File: config.mk
export PLATFORM = sky130hd
export DESIGN_NAME = vend_txn_controller
export DESIGN_NICKNAME = d
export VERILOG_FILES = /design/src/rtl/vend_pkg.sv /design/src/rtl/change_coin_select.sv /design/src/rtl/vend_txn_controller.sv
export SDC_FILE = /design/constraint.sdc
export NUM_CORES = 1
export LEC_CHECK = 0
export CORE_ASPECT_RATIO = 1.2
export CORE_MARGIN = 2
export CORE_UTILIZATION = 61
export CTS_CLUSTER_DIAMETER = 80
export DETAILED_ROUTE_END_ITERATION = 10
export MAX_ROUTING_LAYER = met4
export PLACE_DENSITY = 0.86
export SYNTH_ARGS = -nofsm -noshare
export SYNTH_HDL_FRONTEND = slang
export SYNTH_HIERARCHICAL = 1
export SYNTH_SLANG_ARGS = --single-unit
File: constraint.sdc
create_clock -name clk -period 5.3 [get_ports clk]
set_input_delay 1.06 -clock clk [delete_from_list [all_inputs] [get_ports clk]]
set_output_delay 1.06 -clock clk [all_outputs]
set_load 0.01 [all_outputs]
File: src/rtl/vend_pkg.sv
// Shared types, coin encoding and price table helpers for the vending transaction path.
package vend_pkg;

  localparam int unsigned NUM_ITEMS = 5;
  localparam int unsigned CREDIT_W  = 8;
  localparam int unsigned CODE_W    = 2;
  localparam int unsigned SEL_W     = 3;

  localparam logic [CODE_W-1:0] COIN_1  = 2'd0;
  localparam logic [CODE_W-1:0] COIN_5  = 2'd1;
  localparam logic [CODE_W-1:0] COIN_10 = 2'd2;
  localparam logic [CODE_W-1:0] COIN_20 = 2'd3;

  typedef enum logic [1:0] {
    IDLE   = 2'd0,
    CHANGE = 2'd1,
    DONE   = 2'd2
  } state_t;

  typedef logic [NUM_ITEMS-1:0][CREDIT_W-1:0] price_arr_t;

  function automatic logic [CREDIT_W-1:0] coin_value(input logic [CODE_W-1:0] code);
    case (code)
      COIN_1:  coin_value = CREDIT_W'(1);
      COIN_5:  coin_value = CREDIT_W'(5);
      COIN_10: coin_value = CREDIT_W'(10);
      default: coin_value = CREDIT_W'(20);
    endcase
  endfunction

  function automatic price_arr_t make_prices(input int unsigned p0, input int unsigned p1,
                                             input int unsigned p2, input int unsigned p3,
                                             input int unsigned p4);
    price_arr_t p;
    p[0] = CREDIT_W'(p0);
    p[1] = CREDIT_W'(p1);
    p[2] = CREDIT_W'(p2);
    p[3] = CREDIT_W'(p3);
    p[4] = CREDIT_W'(p4);
    return p;
  endfunction

endpackage

File: src/rtl/change_coin_select.sv
// Greedy change selector: largest coin not exceeding the given credit.
module change_coin_select
  import vend_pkg::*;
(
  input  logic [CREDIT_W-1:0] i_credit,
  output logic [CODE_W-1:0]   o_code
);

  always_comb begin
    o_code = COIN_1;
    if (i_credit >= coin_value(COIN_20))      o_code = COIN_20;
    else if (i_credit >= coin_value(COIN_10)) o_code = COIN_10;
    else if (i_credit >= coin_value(COIN_5))  o_code = COIN_5;
  end

endmodule

File: src/rtl/vend_txn_controller.sv
// Vending transaction sequencer: credit accumulation, purchase, refund/timeout payout
// over a valid/ready coin dispenser handshake.
module vend_txn_controller
  import vend_pkg::*;
#(
  parameter int unsigned PRICE0     = 7,
  parameter int unsigned PRICE1     = 5,
  parameter int unsigned PRICE2     = 6,
  parameter int unsigned PRICE3     = 10,
  parameter int unsigned PRICE4     = 8,
  parameter int unsigned CREDIT_MAX = 79,
  parameter int unsigned TIMEOUT    = 50000
) (
  input  logic                 clk,
  input  logic                 rst,
  input  logic                 i_coin_valid,
  input  logic [CODE_W-1:0]    i_coin_code,
  input  logic                 i_buy_req,
  input  logic [SEL_W-1:0]     i_buy_sel,
  input  logic                 i_refund_req,
  input  logic                 i_disp_ready,
  output logic                 o_disp_valid,
  output logic [CODE_W-1:0]    o_disp_code,
  output logic                 o_coin_reject,
  output logic                 o_vend_valid,
  output logic [SEL_W-1:0]     o_vend_item,
  output logic                 o_buy_err,
  output logic                 o_refund_done,
  output logic [CREDIT_W-1:0]  o_credit,
  output logic [NUM_ITEMS-1:0] o_affordable,
  output logic                 o_busy
);

  localparam price_arr_t PRICES = make_prices(PRICE0, PRICE1, PRICE2, PRICE3, PRICE4);
  localparam int unsigned TO_W = (TIMEOUT > 2) ? $clog2(TIMEOUT) : 1;
  localparam logic [TO_W-1:0] TO_LAST = TO_W'(TIMEOUT - 1);
  localparam logic [CREDIT_W-1:0] CREDIT_LIMIT = CREDIT_W'(CREDIT_MAX);

  state_t               r_state;
  logic [CREDIT_W-1:0]  r_credit;
  logic [TO_W-1:0]      r_to_cnt;
  logic                 r_disp_valid;
  logic                 r_coin_reject;
  logic                 r_vend_valid;
  logic [SEL_W-1:0]     r_vend_item;
  logic                 r_buy_err;
  logic                 r_refund_done;
  logic                 r_busy;

  logic [CODE_W-1:0]    w_disp_code;
  logic [CREDIT_W-1:0]  w_coin_sum;
  logic [CREDIT_W-1:0]  w_credit_after;
  logic                 w_sel_ok;
  logic [SEL_W-1:0]     w_sel_idx;
  logic [CREDIT_W-1:0]  w_price;
  logic                 w_any_event;
  logic                 w_timeout;
  logic                 w_start_refund;

  change_coin_select u_sel (
    .i_credit (r_credit),
    .o_code   (w_disp_code)
  );

  assign w_coin_sum     = r_credit + coin_value(i_coin_code);
  assign w_credit_after = r_credit - coin_value(w_disp_code);
  assign w_sel_ok       = (i_buy_sel < SEL_W'(NUM_ITEMS));
  assign w_sel_idx      = w_sel_ok ? i_buy_sel : '0;
  assign w_price        = PRICES[w_sel_idx];
  assign w_any_event    = i_refund_req || i_buy_req || i_coin_valid;
  assign w_timeout      = (r_credit != '0) && (r_to_cnt == TO_LAST);
  // Timeout only acts when no real event is pending this cycle
  assign w_start_refund = i_refund_req || (!w_any_event && w_timeout);

  always_comb begin
    o_affordable = '0;
    for (int i = 0; i < NUM_ITEMS; i++) begin
      o_affordable[i] = (r_credit >= PRICES[i]);
    end
  end

  always_ff @(posedge clk or negedge rst) begin
    if (!rst) begin
      r_state       <= IDLE;
      r_credit      <= '0;
      r_to_cnt      <= '0;
      r_disp_valid  <= 1'b0;
      r_coin_reject <= 1'b0;
      r_vend_valid  <= 1'b0;
      r_vend_item   <= '0;
      r_buy_err     <= 1'b0;
      r_refund_done <= 1'b0;
      r_busy        <= 1'b0;
    end else begin
      r_coin_reject <= 1'b0;
      r_vend_valid  <= 1'b0;
      r_buy_err     <= 1'b0;
      r_refund_done <= 1'b0;
      case (r_state)
        IDLE: begin
          if (w_any_event || (r_credit == '0) || (r_to_cnt == TO_LAST)) r_to_cnt <= '0;
          else                                                         r_to_cnt <= r_to_cnt + TO_W'(1);

          if (w_start_refund) begin
            r_busy <= 1'b1;
            if (i_coin_valid) r_coin_reject <= 1'b1;
            if (r_credit != '0) begin
              r_state      <= CHANGE;
              r_disp_valid <= 1'b1;
            end else begin
              r_state       <= DONE;
              r_refund_done <= 1'b1;
            end
          end else if (i_buy_req) begin
            if (i_coin_valid) r_coin_reject <= 1'b1;
            if (!w_sel_ok || (r_credit < w_price)) begin
              r_buy_err <= 1'b1;
            end else begin
              r_credit     <= r_credit - w_price;
              r_vend_valid <= 1'b1;
              r_vend_item  <= i_buy_sel;
            end
          end else if (i_coin_valid) begin
            if (w_coin_sum <= CREDIT_LIMIT) r_credit      <= w_coin_sum;
            else                            r_coin_reject <= 1'b1;
          end
        end

        CHANGE: begin
          r_to_cnt <= '0;
          if (i_coin_valid) r_coin_reject <= 1'b1;
          if (r_disp_valid && i_disp_ready) begin
            r_credit <= w_credit_after;
            if (w_credit_after == '0) begin
              r_state       <= DONE;
              r_disp_valid  <= 1'b0;
              r_refund_done <= 1'b1;
            end
          end
        end

        DONE: begin
          r_to_cnt <= '0;
          if (i_coin_valid) r_coin_reject <= 1'b1;
          r_state <= IDLE;
          r_busy  <= 1'b0;
        end

        default: begin
          r_state      <= IDLE;
          r_busy       <= 1'b0;
          r_disp_valid <= 1'b0;
          r_to_cnt     <= '0;
        end
      endcase
    end
  end

  assign o_disp_valid  = r_disp_valid;
  assign o_disp_code   = w_disp_code;
  assign o_coin_reject = r_coin_reject;
  assign o_vend_valid  = r_vend_valid;
  assign o_vend_item   = r_vend_item;
  assign o_buy_err     = r_buy_err;
  assign o_refund_done = r_refund_done;
  assign o_credit      = r_credit;
  assign o_busy        = r_busy;

endmodule
# After elaboration in Yosys (flattened, before gate mapping)
# Memories as Yosys holds them, arrays and structs flattened.
# Index checks and enable logic that the tools add are counted.
[word_totals]
regBits = 35
wordCells = 115
mem_bits_ro = 64
input_bits = 11
ram_bits = 0
n_memories = 1
latch_bits = 0
[op_classes]
n_lt_le_gt_ge = 10
bitwise_logic = 4
muxes = 47
div_mod_pow = 0
n_reduce_logical = 24
eq_ne = 15
n_addsub = 4
shift = 0
n_mul = 0
[memory_table]
columns = ["name", "words", "word_bits", "rd", "rd_ports_with_merged_regs", "write_ports", "line_no", "source"]
rows = [
  ["(no name shown)", 8, 8, 1, 0, 0, "vend_txn_controller.sv:69", "assign w_price = PRICES[w_sel_idx];"],
]
[ops]
columns = ["operator", "n"]
rows = [
  ["$mux 8", 7],
  ["$mux 16", 2],
  ["$pmux 5 s3", 2],
  ["$ge 8x3->1 const B", 3],
  ["$mux 1", 23],
  ["$add 16x1->16 const B", 1],
  ["$eq 16x16->1 const B", 1],
  ["$ge 8x4->1 const B", 2],
  ["$logic_not 8->1", 2],
  ["$pmux 8 s2", 1],
  ["$sub 8x8->8", 2],
  ["$mux 2", 6],
  ["$ne 2x2->1 const B", 5],
  ["$ne 3x3->1 const B", 3],
  ["$add 8x8->8", 1],
  ["$ge 8x5->1 const B", 1],
  ["$le 8x7->1 const B", 1],
  ["$lt 8x8->1", 1],
  ["$reduce_bool 8->1", 1],
  ["$eq 2x1->1 const B", 3],
  ["$eq 2x2->1 const B", 3],
  ["$logic_not 2->1", 3],
  ["$logic_or 1x1->1", 6],
  ["$pmux 1 s2", 3],
  ["15 further kinds", 21],
]

# Logic depth before layout (Yosys ltp)
[depth]
ltp_word = 11
depth_mapped = 13
ltp_nobuf = 13

# Hierarchy
# The synthesis kept the hierarchy.
[by_module_without_submodules]
columns = ["module", "area_each_um2", "n_inst", "cells_per_inst"]
rows = [
  ["vend_txn_controller", 2840.2, 1, 332],
  ["change_coin_select", 37.5, 1, 7],
]

# Worst setup path before layout
# No wires, ideal clock.
[synth_timing]
path_kind = "input -> register"
startpoint = "in i_buy_sel[1]"
endpoint = "reg r_credit[7] (netlist: o_credit[7])"
t_arrival_ps = 3261
setup_slack_ps = 1907
required_ps = 5168
path_buffers = 0
cell_stages = 11
setup_ps = 132
cell_sequence = "nor2b_1 > a21oi_1 > ha_1 > fa_1 > nand2b_1 > o2bb2ai_1 > a21oi_1 > o211ai_1 > or2_1 > or4b_1 > xnor2_1"
[synth_between]
elab_chain_cells = 9
elab_cells_between_ends = 14
cone_classes = "add/sub: 1; order compare: 2; eq/ne: 1; mux: 6; reduce/logical: 3; memory: 1"
[synth_lines]
columns = ["element", "line_no", "source"]
rows = [
  ["start: declaration", "vend_txn_controller.sv:19", "input logic [SEL_W-1:0] i_buy_sel,"],
  ["$lt 3x3->1", "vend_txn_controller.sv:67", "assign w_sel_ok = (i_buy_sel < SEL_W'(NUM_ITEMS));"],
  ["$mux 3", "vend_txn_controller.sv:68", "assign w_sel_idx = w_sel_ok ? i_buy_sel : '0;"],
  ["$mem_v2 8x8", "n/a", ""],
  ["$mux 8 (not written as such)", "vend_txn_controller.sv:69", ""],
  ["$sub 8x8->8", "vend_txn_controller.sv:119", "r_credit <= r_credit - w_price;"],
  ["$mux 8", "vend_txn_controller.sv:116", "if (!w_sel_ok || (r_credit < w_price)) begin"],
  ["$mux 8", "vend_txn_controller.sv:114", "end else if (i_buy_req) begin"],
  ["$mux 8", "vend_txn_controller.sv:104", "if (w_start_refund) begin"],
  ["$pmux 8 s2", "vend_txn_controller.sv:99", "case (r_state)"],
  ["end signal: assignment", "vend_txn_controller.sv:119", ""],
  ["end signal: assignment", "vend_txn_controller.sv:124", "if (w_coin_sum <= CREDIT_LIMIT) r_credit <= w_coin_sum;"],
  ["end signal: assignment", "vend_txn_controller.sv:133", "r_credit <= w_credit_after;"],
  ["end: declaration", "vend_txn_controller.sv:40", "logic [CREDIT_W-1:0] r_credit;"],
]
# Parallel ways exist; a longest one is shown, timed or not. The select of a mux whose other input is x is not followed.
# A chain may end at the register's enable or synchronous reset.

# Worst setup path after layout
[layout_timing]
startpoint = "in i_buy_sel[2]"
endpoint = "reg r_credit[7] (netlist: o_credit[7])"
# Same word-level chain as after synthesis.

==> run_results.csv <==
group,metric,value,unit
timing,rsz0062_at_grt,"no",
timing,slew_violations,0,
worst_setup_path,r2r_cells,13,
synthesis,synth_compound_area_frac,0.182,
drt,vias_per_cell,6.05,
synthesis,synthDistinctLibCells,62,
finish,final_common_cell,"nor2_1",
grt,globalRouteOverflowTotal,0,
drt,remaining_drc_errors,0,
placement,port_buffers,34,
grt,antenna_found_initial,0,
finish,drive_above_1_share,0.0601,
grt,grt_pass1_wl,11000,µm
synthesis,yosys.area.top_type,"dfrtp_1",
floorplanning,row_count,27,
cts,holdBufCountCts,0,
placement,dp_hpwl,4950,µm
timing,post-route-period-util,0.738,
worst_hold_path,min_from,"r_to_cnt[0]",
synthesis,ys_seq_elements,35,
synthesis,synthMuxAreaShare,0.0352,
drt,vias,2566,
worst_setup_path,timing.rr.start,"o_credit[3]",
grt,use_met2,0.444,
worst_setup_path,critical_path_class,"input pin to register",
placement,gp_congestion,0.911,
cts,cts_setup_buffers,0,
worst_setup_path,regToRegSetupSlack,1500,ps
cts,cts_buffers,5,
drt,drt_first_pass_iters,4,
grt,grtUsageMet3,0.0453,
timing,max_freq,256,MHz
synthesis,ys_async_sr_fraction,1.00,
floorplanning,die-area,5290,µm²
synthesis,avgSynthCellArea,8.49,µm²
synthesis,synth_warnings,6,
finish,area_growth,15.6,%
worst_setup_path,cp-start-kind,"input pin",
run,drv_cap,0,
finish,nets,397,
floorplanning,io_pins,35,
drt,ant_nets,0,
drt,drtIter0Drc,131,
cts,postCtsResizedCells,0,
drt,wl,6630,µm
timing,fin_crit,3910,ps
pwr,fin_total_pwr,1.82,mW
cts,cts.sinks,35,
synthesis,synthXorXnorAreaFrac,0.0822,
pwr,ir_drop,0.387,mV
worst_setup_path,arrival,4070,ps
cts,root_buffer,"clkbuf_8",
grt,grt_pass1_vias,2454,
synthesis,yosys-top-cells-area,"dfrtp_1, ha_1, nor2_1, nand2_1, xnor2_1",
floorplanning,start_util,0.631,
floorplanning,die-height,79.2,µm
timing,whs,465,ps
floorplanning,die_x,66.7,µm
synthesis,synth_area,2880,µm²
timing,worst_pin_slew,680,ps
synthesis,synth_top_family_by_area,"simple AND/OR/NAND/NOR gates",
timing,final-setup-viol-count,0,
synthesis,yosys.area_share.simple,0.247,
outcome,status,"finished, final reports clean",
pwr,powerDensity,548,nW/µm²
finish,n_fill_cell,374,
pwr,power_leakage,1.41,nW
worst_setup_path,required,5450,ps
worst_hold_path,hold_depth,1,
finish,mostFrequentLayoutCells,"nor2_1, dfrtp_1, nand2_1, clkdlybuf4s50_1, inv_1",
worst_setup_path,crit_fanout,6,
cts,clockBufferDepth,2,
synthesis,synth-edff-count,0,
cts,insertion_delay,290,ps
synthesis,synth_seq_area_share,0.304,
synthesis,synth_fp_nets,370,
worst_hold_path,holdPathEnd,"r_to_cnt[0]",
worst_hold_path,min_path_type,"register to register",
synthesis,synth_adder_area_share,0.0922,
grt,grt_max_degree,36,
timing,fin_setup_tns,0,ps
cts,ctsHtreeMaxLevel,2,
timing,slew_headroom,0.547,
timing,hold_viol,0,
cts,cts_tree,"done",
floorplanning,core-area,4560,µm²
synthesis,synth_flop_cell,"dfrtp_1",
timing,finalClockSkew,10.7,ps
grt,busiest_layer,"met2",
worst_setup_path,worstSetupEndpointType,"register",
grt,gr-usage-met1,0.335,
cts,path_clk_slew,80,ps
synthesis,yosysTopAreaCellShare,0.304,
grt,grt_usage,0.275,
synthesis,netlist_instances,339,
drt,wl_per_cell,15.6,µm
worst_setup_path,r2r_end,"r_state[1]",
finish,antenna_cells,0,
-- worst max-delay path: stages --
cell,delay [ps]
clkdlybuf4s50_1,580
xor2_1,150
nor2b_1,180
inv_1,80
fa_1,410
nand2b_1,170
o2bb2ai_1,190
a21oi_1,190
o211ai_1,130
or2_1,220
or4b_1,550
xnor2_1,150
-- cell usage after synthesis, drive strengths merged (5+ instances only) --
master  number
a21o         5
a21oi       21
a31oi        5
and3         5
buf          6
clkbuf       9
dfrtp       35
ha          18
inv         23
mux2         5
nand2       34
nand2b       6
nand3       11
nor2        38
nor2b        7
nor4         6
o21ai       17
xnor2       14
xor2        13
-- per-layer routing --
metal	up-vias	part of all wire
li1	1244	-
met1	1222	0.44
met2	79	0.49
met3	21	0.049
met4	0	0.029
met5	-	0
-- layout make-up --
class	count	area, µm²	area share
clock buffers	5	68.8	0.0207
clock inverters	2	37.5	0.0113
inverters	23	86.3	0.0259
multi-input cells	266	1840	0.552
flip-flops and latches	35	876	0.263
well taps	58	72.6	0.0218
repair buffers	35	348	0.105
-- flip-flops by register name, indices dropped and copies added, names as in the netlist --
signal,flops
r_to_cnt,16
r_state,2
o_refund_done,1
o_coin_reject,1
o_buy_err,1
o_disp_valid,1
o_vend_item,3
o_busy,1
o_credit,8
o_vend_valid,1
-- how the worst max path moves through the flow --
stage / from / endpoint / cells past startpoint
2_1_floorplan: i_buy_sel[1] / o_credit[7] / 11
4_1_cts: i_buy_sel[2] / o_credit[7] / 12
6_report: i_buy_sel[2] / o_credit[7] / 12
3_3_place_gp: i_buy_sel[2] / o_credit[7] / 12
5_1_grt: i_buy_sel[2] / o_credit[7] / 12
3_5_place_dp: i_buy_sel[2] / o_credit[7] / 12
-- report_power, final --
group          internal [mW]  leakage (nW)  total (mW)  switching [mW]
Clock                  0.137        0.0502       0.236          0.0985
Combinational          0.539         0.901        1.12           0.580
Sequential             0.331         0.460       0.469           0.138
Total                   1.01          1.41        1.82           0.817
-- logic make-up after synthesis --
family | after synthesis
AND/OR/NAND/NOR | 135
AO/OA/AOI/OAI | 76
buffers and inverters | 38
flip-flops | 35
XOR/XNOR | 27
adder cells (fa/ha/maj) | 20
multiplexers | 8
-- per-stage QoR --
| stage | setup WS [ps] | utilization | area, µm² | cells |
|---|---|---|---|---|
| floorplan | 1910 | - | 2880 | 339 |
| global placement | 1230 | 0.706 | 3220 | 417 |
| detailed placement | 1100 | 0.706 | 3220 | 417 |
| CTS | 1400 | 0.729 | 3330 | 424 |
| global route | 1210 | 0.729 | 3330 | 424 |
| finish | 1390 | 0.729 | 3330 | 424 |
Power figures use the tool's default switching activity.
